<file path="src/rtl/mux_seq_n_pkg.sv">
// rtl/mux_seq_n_pkg.sv - shared state encoding and index-width helper for mux_seq_n
package mux_seq_pkg;

  typedef enum logic [1:0] {
    IDLE   = 2'd0,
    SINGLE = 2'd1,
    SCAN   = 2'd2
  } state_e;

  function automatic int sel_w(input int n);
    return (n > 1) ? $clog2(n) : 1;
  endfunction

endpackage

</file>
<file path="src/rtl/mux_seq_n_if.sv">
// rtl/mux_seq_n_if.sv - output beat stream of mux_seq_n (data, index, last, valid/ready)
interface mux_seq_n_if #(
  parameter int W    = 8,
  parameter int SELW = 2
);
  logic signed [W-1:0] out_data;
  logic [SELW-1:0]     out_idx;
  logic                out_valid;
  logic                out_ready;
  logic                out_last;

  modport master (
    output out_data, out_idx, out_valid, out_last,
    input  out_ready
  );

  modport slave (
    input  out_data, out_idx, out_valid, out_last,
    output out_ready
  );
endinterface

</file>
<file path="src/rtl/mux_n_comb.sv">
// rtl/mux_n_comb.sv - combinational N-way indexed selector; MUX_SEQ_OOR_ZERO_EN picks zero vs clamp for out-of-range idx
module mux_n_comb #(
  parameter int N    = 4,
  parameter int W    = 8,
  parameter int SELW = 2
) (
  input  logic [N*W-1:0]      data,
  input  logic [SELW-1:0]     idx,
  output logic signed [W-1:0] y,
  output logic [SELW-1:0]     y_idx
);

  always_comb begin
`ifdef MUX_SEQ_OOR_ZERO_EN
    y     = '0;
    y_idx = idx;
`else
    y     = data[(N-1)*W +: W];
    y_idx = SELW'(N-1);
`endif
    for (int i = 0; i < N; i++) begin
      if (idx == SELW'(i)) begin
        y     = data[i*W +: W];
        y_idx = idx;
      end
    end
  end

endmodule

</file>
<file path="src/rtl/mux_seq_n.sv">
// rtl/mux_seq_n.sv - N-channel signed selector, manual or scan mode, registered valid/ready output
module mux_seq_n
  import mux_seq_pkg::*;
#(
  parameter int N    = 4,
  parameter int W    = 8,
  parameter int SELW = sel_w(N)
) (
  input  logic            clk,
  input  logic            rst_n,
  input  logic [N*W-1:0]  ch_data,
  input  logic [SELW-1:0] sel,
  input  logic            mode,
  input  logic            req,
  input  logic            abort,
  output logic            busy,
  output logic            done,
  mux_seq_n_if.master     stream
);

  localparam logic [1:0] ST_IDLE   = IDLE;
  localparam logic [1:0] ST_SINGLE = SINGLE;
  localparam logic [1:0] ST_SCAN   = SCAN;

  logic [1:0]          state;
  logic [SELW-1:0]     nidx;
  logic signed [W-1:0] mux_y;
  logic [SELW-1:0]     mux_idx;
  logic                accept;

  assign accept = stream.out_valid && stream.out_ready;

  // One selector serves both the start load and every scan advance.
  always_comb begin
    nidx = sel;
    if (state == ST_SCAN) begin
      nidx = stream.out_idx + SELW'(1);
    end else if (mode) begin
      nidx = '0;
    end
  end

  mux_n_comb #(
    .N    (N),
    .W    (W),
    .SELW (SELW)
  ) u_sel (
    .data  (ch_data),
    .idx   (nidx),
    .y     (mux_y),
    .y_idx (mux_idx)
  );

  always_ff @(posedge clk) begin
    if (!rst_n) begin
      state            <= ST_IDLE;
      stream.out_data  <= '0;
      stream.out_idx   <= '0;
      stream.out_valid <= 1'b0;
      stream.out_last  <= 1'b0;
      busy             <= 1'b0;
      done             <= 1'b0;
    end else if (abort) begin
      state            <= ST_IDLE;
      stream.out_valid <= 1'b0;
      stream.out_last  <= 1'b0;
      busy             <= 1'b0;
      done             <= 1'b0;
    end else begin
      done <= 1'b0;
      case (state)
        ST_IDLE: begin
          if (req) begin
            stream.out_data  <= mux_y;
            stream.out_idx   <= mux_idx;
            stream.out_valid <= 1'b1;
            stream.out_last  <= !mode;
            busy             <= 1'b1;
            state            <= mode ? ST_SCAN : ST_SINGLE;
          end
        end
        ST_SINGLE: begin
          if (accept) begin
            stream.out_valid <= 1'b0;
            stream.out_last  <= 1'b0;
            done             <= 1'b1;
            busy             <= 1'b0;
            state            <= ST_IDLE;
          end
        end
        ST_SCAN: begin
          if (accept) begin
            if (stream.out_idx == SELW'(N-1)) begin
              stream.out_valid <= 1'b0;
              stream.out_last  <= 1'b0;
              done             <= 1'b1;
              busy             <= 1'b0;
              state            <= ST_IDLE;
            end else begin
              stream.out_data <= mux_y;
              stream.out_idx  <= mux_idx;
              stream.out_last <= (nidx == SELW'(N-1));
            end
          end
        end
        default: begin
          stream.out_valid <= 1'b0;
          stream.out_last  <= 1'b0;
          busy             <= 1'b0;
          state            <= ST_IDLE;
        end
      endcase
    end
  end

endmodule

</file>
<file path="src/flat_wrapper.sv">
// flat-port wrapper written by rule: the top's interface ports become plain ports
module mux_seq_n_flat import mux_seq_pkg::*;
#(
  parameter int N    = 4,
  parameter int W    = 8,
  parameter int SELW = sel_w(N)
)
  (clk, rst_n, ch_data, sel, mode, req, abort, busy, done, stream_out_data, stream_out_idx, stream_out_valid, stream_out_last, stream_out_ready);
  mux_seq_n_if #(.W(W), .SELW(SELW)) stream_i ();
  input  logic clk;
  input  logic rst_n;
  input  logic [N*W-1:0] ch_data;
  input  logic [SELW-1:0] sel;
  input  logic mode;
  input  logic req;
  input  logic abort;
  output logic busy;
  output logic done;
  output wire logic [$bits(stream_i.out_data)-1:0] stream_out_data;
  output wire logic [$bits(stream_i.out_idx)-1:0] stream_out_idx;
  output wire logic [$bits(stream_i.out_valid)-1:0] stream_out_valid;
  output wire logic [$bits(stream_i.out_last)-1:0] stream_out_last;
  input wire logic [$bits(stream_i.out_ready)-1:0] stream_out_ready;
  assign stream_out_data = stream_i.out_data;
  assign stream_out_idx = stream_i.out_idx;
  assign stream_out_valid = stream_i.out_valid;
  assign stream_out_last = stream_i.out_last;
  assign stream_i.out_ready = stream_out_ready;
  mux_seq_n #(.N(N), .W(W), .SELW(SELW)) u_core (.clk(clk), .rst_n(rst_n), .ch_data(ch_data), .sel(sel), .mode(mode), .req(req), .abort(abort), .busy(busy), .done(done), .stream(stream_i));
endmodule
</file>
<file path="config.mk">
export PLATFORM = sky130hd
export DESIGN_NAME = mux_seq_n_flat
export DESIGN_NICKNAME = d
export VERILOG_FILES = /design/src/rtl/mux_seq_n_pkg.sv /design/src/rtl/mux_seq_n_if.sv /design/src/rtl/mux_n_comb.sv /design/src/rtl/mux_seq_n.sv /design/src/flat_wrapper.sv
export SDC_FILE = /design/constraint.sdc
export NUM_CORES = 1
export LEC_CHECK = 0
export CORE_MARGIN = 5
export CORE_UTILIZATION = 50
export DETAILED_ROUTE_END_ITERATION = 8
export DONT_BUFFER_PORTS = 1
export SKIP_CTS_REPAIR_TIMING = 1
export SLEW_MARGIN = 40
export SYNTH_ARGS = -nofsm -noshare
export SYNTH_HDL_FRONTEND = slang
export SYNTH_SLANG_ARGS = --single-unit
</file>
<file path="constraint.sdc">
create_clock -name clk -period 3 [get_ports clk]
set_input_delay 0.6 -clock clk [delete_from_list [all_inputs] [get_ports clk]]
set_output_delay 0.6 -clock clk [all_outputs]
set_load 0.01 [all_outputs]
</file>
* Yosys cells after proc, flatten, opt, wreduce, memory -nomap -nowiden *
Cells that the tools add are included.

storage, ports and cells
  logic and storage cells = 66
  output and inout port bits = 14
  register bits = 15
  input bits = 40

cells by class
  bitwise operators = 2
  equal/unequal tests = 11
  reduce and logical (&&, ||, !) cells = 9
  add/subtract/negate cells = 1
  muxes and demuxes = 37

operators by type and width
  kind                   count
  $mux W8                7
  $mux W2                14
  $pmux W8 S2            1
  $mux W1                10
  $eq A2 B2 Y1 const B   4
  $ne A2 B2 Y1 const B   3
  $pmux W1 S3            2
  $pmux W2 S3            1
  $reduce_and A5 Y1      1
  $eq A2 B1 Y1 const B   2
  $logic_not A2 Y1       2
  $ne A2 B1 Y1 const B   2
  $pmux W2 S2            1
  $reduce_and A4 Y1      1
  $reduce_and A3 Y1      1
  $add A2 B1 Y2 const B  1
  $not A1 Y1             2
  $pmux W1 S2            1
  $reduce_bool A2 Y1     1
  $reduce_or A2 Y1       1
  $logic_and A1 B1 Y1    1
  $logic_not A1 Y1       1

* Logic depth before layout (Yosys ltp) *
  depth after elaboration = 10
  mapped depth = 8
  gate-level depth less buffers = 6

* By module *
From an unflattened synthesis, not the netlist that was laid out.

second synthesis, totals
  cells, all modules = 102
  area total of the unflattened synthesis = 1021.0 um^2

by module, submodules not included
  module      times used  seq. area each (um^2)  area each (um^2)  cells each
  mux_seq_n   1           300.3                  810.8             90
  mux_n_comb  1           0.0                    210.2             12

* Worst setup path before layout *
OpenSTA, ideal clock, no wires.

  path type = register -> register
  from = register u_core.state[0]
  to = register u_core.stream.out_data[2]
  setup time = 0.136 ns
  arrival = 1.672 ns
  required time = 2.864 ns
  path buffers = 2
  cell stages (with the launch flop) = 9
  period minus slack after synthesis = 1.808 ns
  path slack = 1.192 ns
  path through = dfxtp_1 > inv_1 > ha_1 > or3b_1 > buf_6 > buf_6 > and3_1 > a211oi_1 > o32ai_1

on the way
  word-level cells in the longest chain between the ends = 10
  elaborated cells between the ends (all ways) = 20
  classes of those cells = eq/ne: 7; mux: 9; reduce/logical: 4

ends and longest elaborated chain
  element                 RTL line                          source
  from (decl)             mux_seq_n.sv:25                   logic [1:0] state;
  from (signal assigned)  mux_seq_n.sv:79                   state <= mode ? ST_SCAN : ST_SINGLE;
  $eq A2 B2 Y1            mux_seq_n.sv:36, mux_seq_n.sv:71
  $mux W2                 mux_seq_n.sv:36                   if (state == ST_SCAN) begin
  $logic_not A2 Y1        mux_n_comb.sv:22                  if (idx == SELW'(i)) begin
  $mux W8 (4 in a row)    mux_n_comb.sv:22
  $mux W8                 mux_seq_n.sv:93                   if (stream.out_idx == SELW'(N-1)) begin
  $mux W8                 mux_seq_n.sv:92                   if (accept) begin
  $pmux W8 S2             mux_seq_n.sv:71                   case (state)
  to (signal assigned)    mux_seq_n.sv:74                   stream.out_data <= mux_y;
  to (signal assigned)    mux_seq_n.sv:100                  stream.out_data <= mux_y;
  to (decl)               mux_seq_n_if.sv:13                output out_data, out_idx, out_valid, out_last,

Parallel ways exist; a longest one is shown, timed or not. The select of a mux whose other input is x is not followed.
A chain may end at the register's enable or synchronous reset.

* Worst setup path after layout *
  from = register u_core.state[0]
  to = register u_core.stream.out_data[5]

Same word-level chain as after synthesis.

==> reports/summary.txt <==
Status: complete, no violations
Die area: 3050 µm²
Mapped cell area: 1020 µm²
VDD IR-drop max: 0.000196 V
Sequential area share after synthesis: 29.3%
Worst slew pin tran: 0.594 ns
Share of cells above drive strength 1: 7.50%
Final Hold Vio Count: 0
Area growth from synthesis to layout: 0.489%
Root buf cell: clkbuf_4
Post-synth top cells: dfxtp_1 (15), a211oi_1 (14), and3_1 (14)
GRT overflow: 0
Number of DRC markers after the initial detailed-route iteration: 20
Total Wirelength: 2620 µm
Final Setup Violations: 0
Num rows: 16
Largest net degree at the start of global routing: 20
Fraction of registers with async set/reset: 0%
CTS Buffer Depth: 2
Top-level port count: 54
Port Buffers: 0
CTS clock-pin slew for the worst setup and hold paths: 0.09 ns
GRT Resource Usage Total: 17.0%
Critical path class: flip-flop to flip-flop
Top-count cell post-synth: dfxtp_1
Post-Syn Nets: 168
Final Max Tran Viols: 0
DR WL/cell: 17.8 µm
Setup crit end kind: flip-flop
Yosys warns: 0
Post-synthesis cell count: 124
Fin nets: 165
Unrepaired setup endpoints after global routing: false
Fin crit share: 75.1%
Die width: 55.3 µm
CP required: 3.18 ns
Synth area leader: dfxtp_1
Ant diodes: 0
Static Leak: 0.393 nW
Post-route cell area: 1030 µm²
First-pass GRT wire length: 4340 µm
Netlist cell types: 36
Core Region: 1960 µm²
Worst hold stages: 2
PwrDens: 418 nW/µm²
Drt pass-1 iters: 4
Final worst path period need: 2.25 ns
Starting Density: 52.2%
Cells on worst reg2reg path: 6
Placed Area: 1000 µm²
Max Cap Violations: 0
Setup TNS: 0 ns
Global placer's final weighted congestion: 0.846
CTS Buf Count: 3
Hold Path Class: primary input to flip-flop
Worst-path fanout max: 19
DRC: 0
Crit path DAT: 2.43 ns
TritonCTS clock tree: built
F_max: 444 MHz
Chip height: 55.3 µm
Main synth FF type: dfxtp_1
CTS Sinks: 15
FF+latch count, synth: 15
Final ANT Viol Nets: 0
WHS: 0.466 ns
Worst setup SP type: flip-flop
Post-synth EDFFs: 0
Via count: 947
Slew HR: 60.4%
Initial antenna violation count: 0
Syn Area/Cell: 8.26 µm²
HPWL Detailed: 1980 µm
Vias in the first global route: 947
Top post-synthesis cells by area: dfxtp_1 (29%), a211oi_1 (10%), and3_1 (8.5%)
Worst-Skew Late Latency: 0.27 ns
Yosys top cell area share: 29.3%
Clock skew: 0.00531 ns
Via-per-instance ratio: 6.44
H-tree depth: 1
-- placed cells by master, fill, tap and decap left out, drive strengths merged, types with 2 or more instances in the layout --
master	n
a22oi	2
o32ai	6
nand3	3
a21o	2
a21oi	7
nand2b	3
nand2	9
ha	4
a31oi	2
a211oi	15
nor2	2
inv	7
a21boi	3
and3	14
dfxtp	15
nand4	2
clkbuf	4
o21ai	8
-- area by class of cell --
cell class	count	area, µm²
fillers	214	932
multi-input cells	93	636
flip-flops and latches	15	300
well taps	27	33.8
clock buffers	4	26.3
inverters	7	26.3
repair buffers	1	7.51
-- stage by stage --
stage / utilization [%] / std cells / setup slack, ns / power, mW
2_1_floorplan: - / 124 / 1.19 / 0.310
3_3_place_gp: 51.1 / 143 / 0.887 / 0.319
3_5_place_dp: 51.1 / 143 / 0.785 / 0.320
4_1_cts: 52.5 / 147 / 0.742 / 0.435
5_1_grt: 52.5 / 147 / 0.534 / 0.460
6_report: 52.5 / 147 / 0.748 / 0.431
-- flip-flops by register name, summed over array words and instances (netlist names) --
| signal | count |
|---|---|
| u_core.stream.out_data | 8 |
| u_core.stream.out_idx | 2 |
| u_core.state | 2 |
| u_core.busy | 1 |
| u_core.stream.out_last | 1 |
| u_core.done | 1 |
-- cell families after synthesis --
kind of cell,after synthesis,synth area share [%]
AOI/OAI and AO/OA,50,35.3
and+or+nand+nor,39,21.9
buffers and inverters,16,8.67
DFF,15,29.3
adders and majority gates,4,4.88
-- worst paths after layout --
kind	startpoint	to	slack (ns)
max	u_core.state[0]$_SDFFE_PP0P_	u_core.stream.out_data[5]$_SDFFE_PN0P_	0.75
min	rst_n	u_core.stream.out_data[0]$_SDFFE_PN0P_	0.47
max reg2reg	u_core.state[0]$_SDFFE_PP0P_	u_core.stream.out_data[5]$_SDFFE_PN0P_	0.75
min reg2reg	u_core.state[0]$_SDFFE_PP0P_	u_core.state[0]$_SDFFE_PP0P_	0.52
-- layer usage --
layer	up-vias	GRT usage, %	share of wire [%]
met1	440	20.2	41
li1	468	-	-
met2	37	30.2	52
met4	0	4.17	0.31
met3	2	4.43	6.4
met5	-	0	0
-- where the power goes --
group / leakage (nW) / total [mW] / internal (mW) / switching [mW]
registers: 0.123 / 0.228 / 0.212 / 0.0158
logic: 0.255 / 0.0879 / 0.0379 / 0.0500
clock network: 0.0150 / 0.115 / 0.0514 / 0.0635
total: 0.393 / 0.431 / 0.301 / 0.129
-- critical path: stages (launching register included) --
cell and delay (ns):
dfxtp_1 0.36, inv_1 0.07, ha_1 0.35, or3b_1 0.67
nand2_2 0.30, a211oi_1 0.11, o32ai_1 0.29
Note: power is estimated with default switching activity, not from simulation.
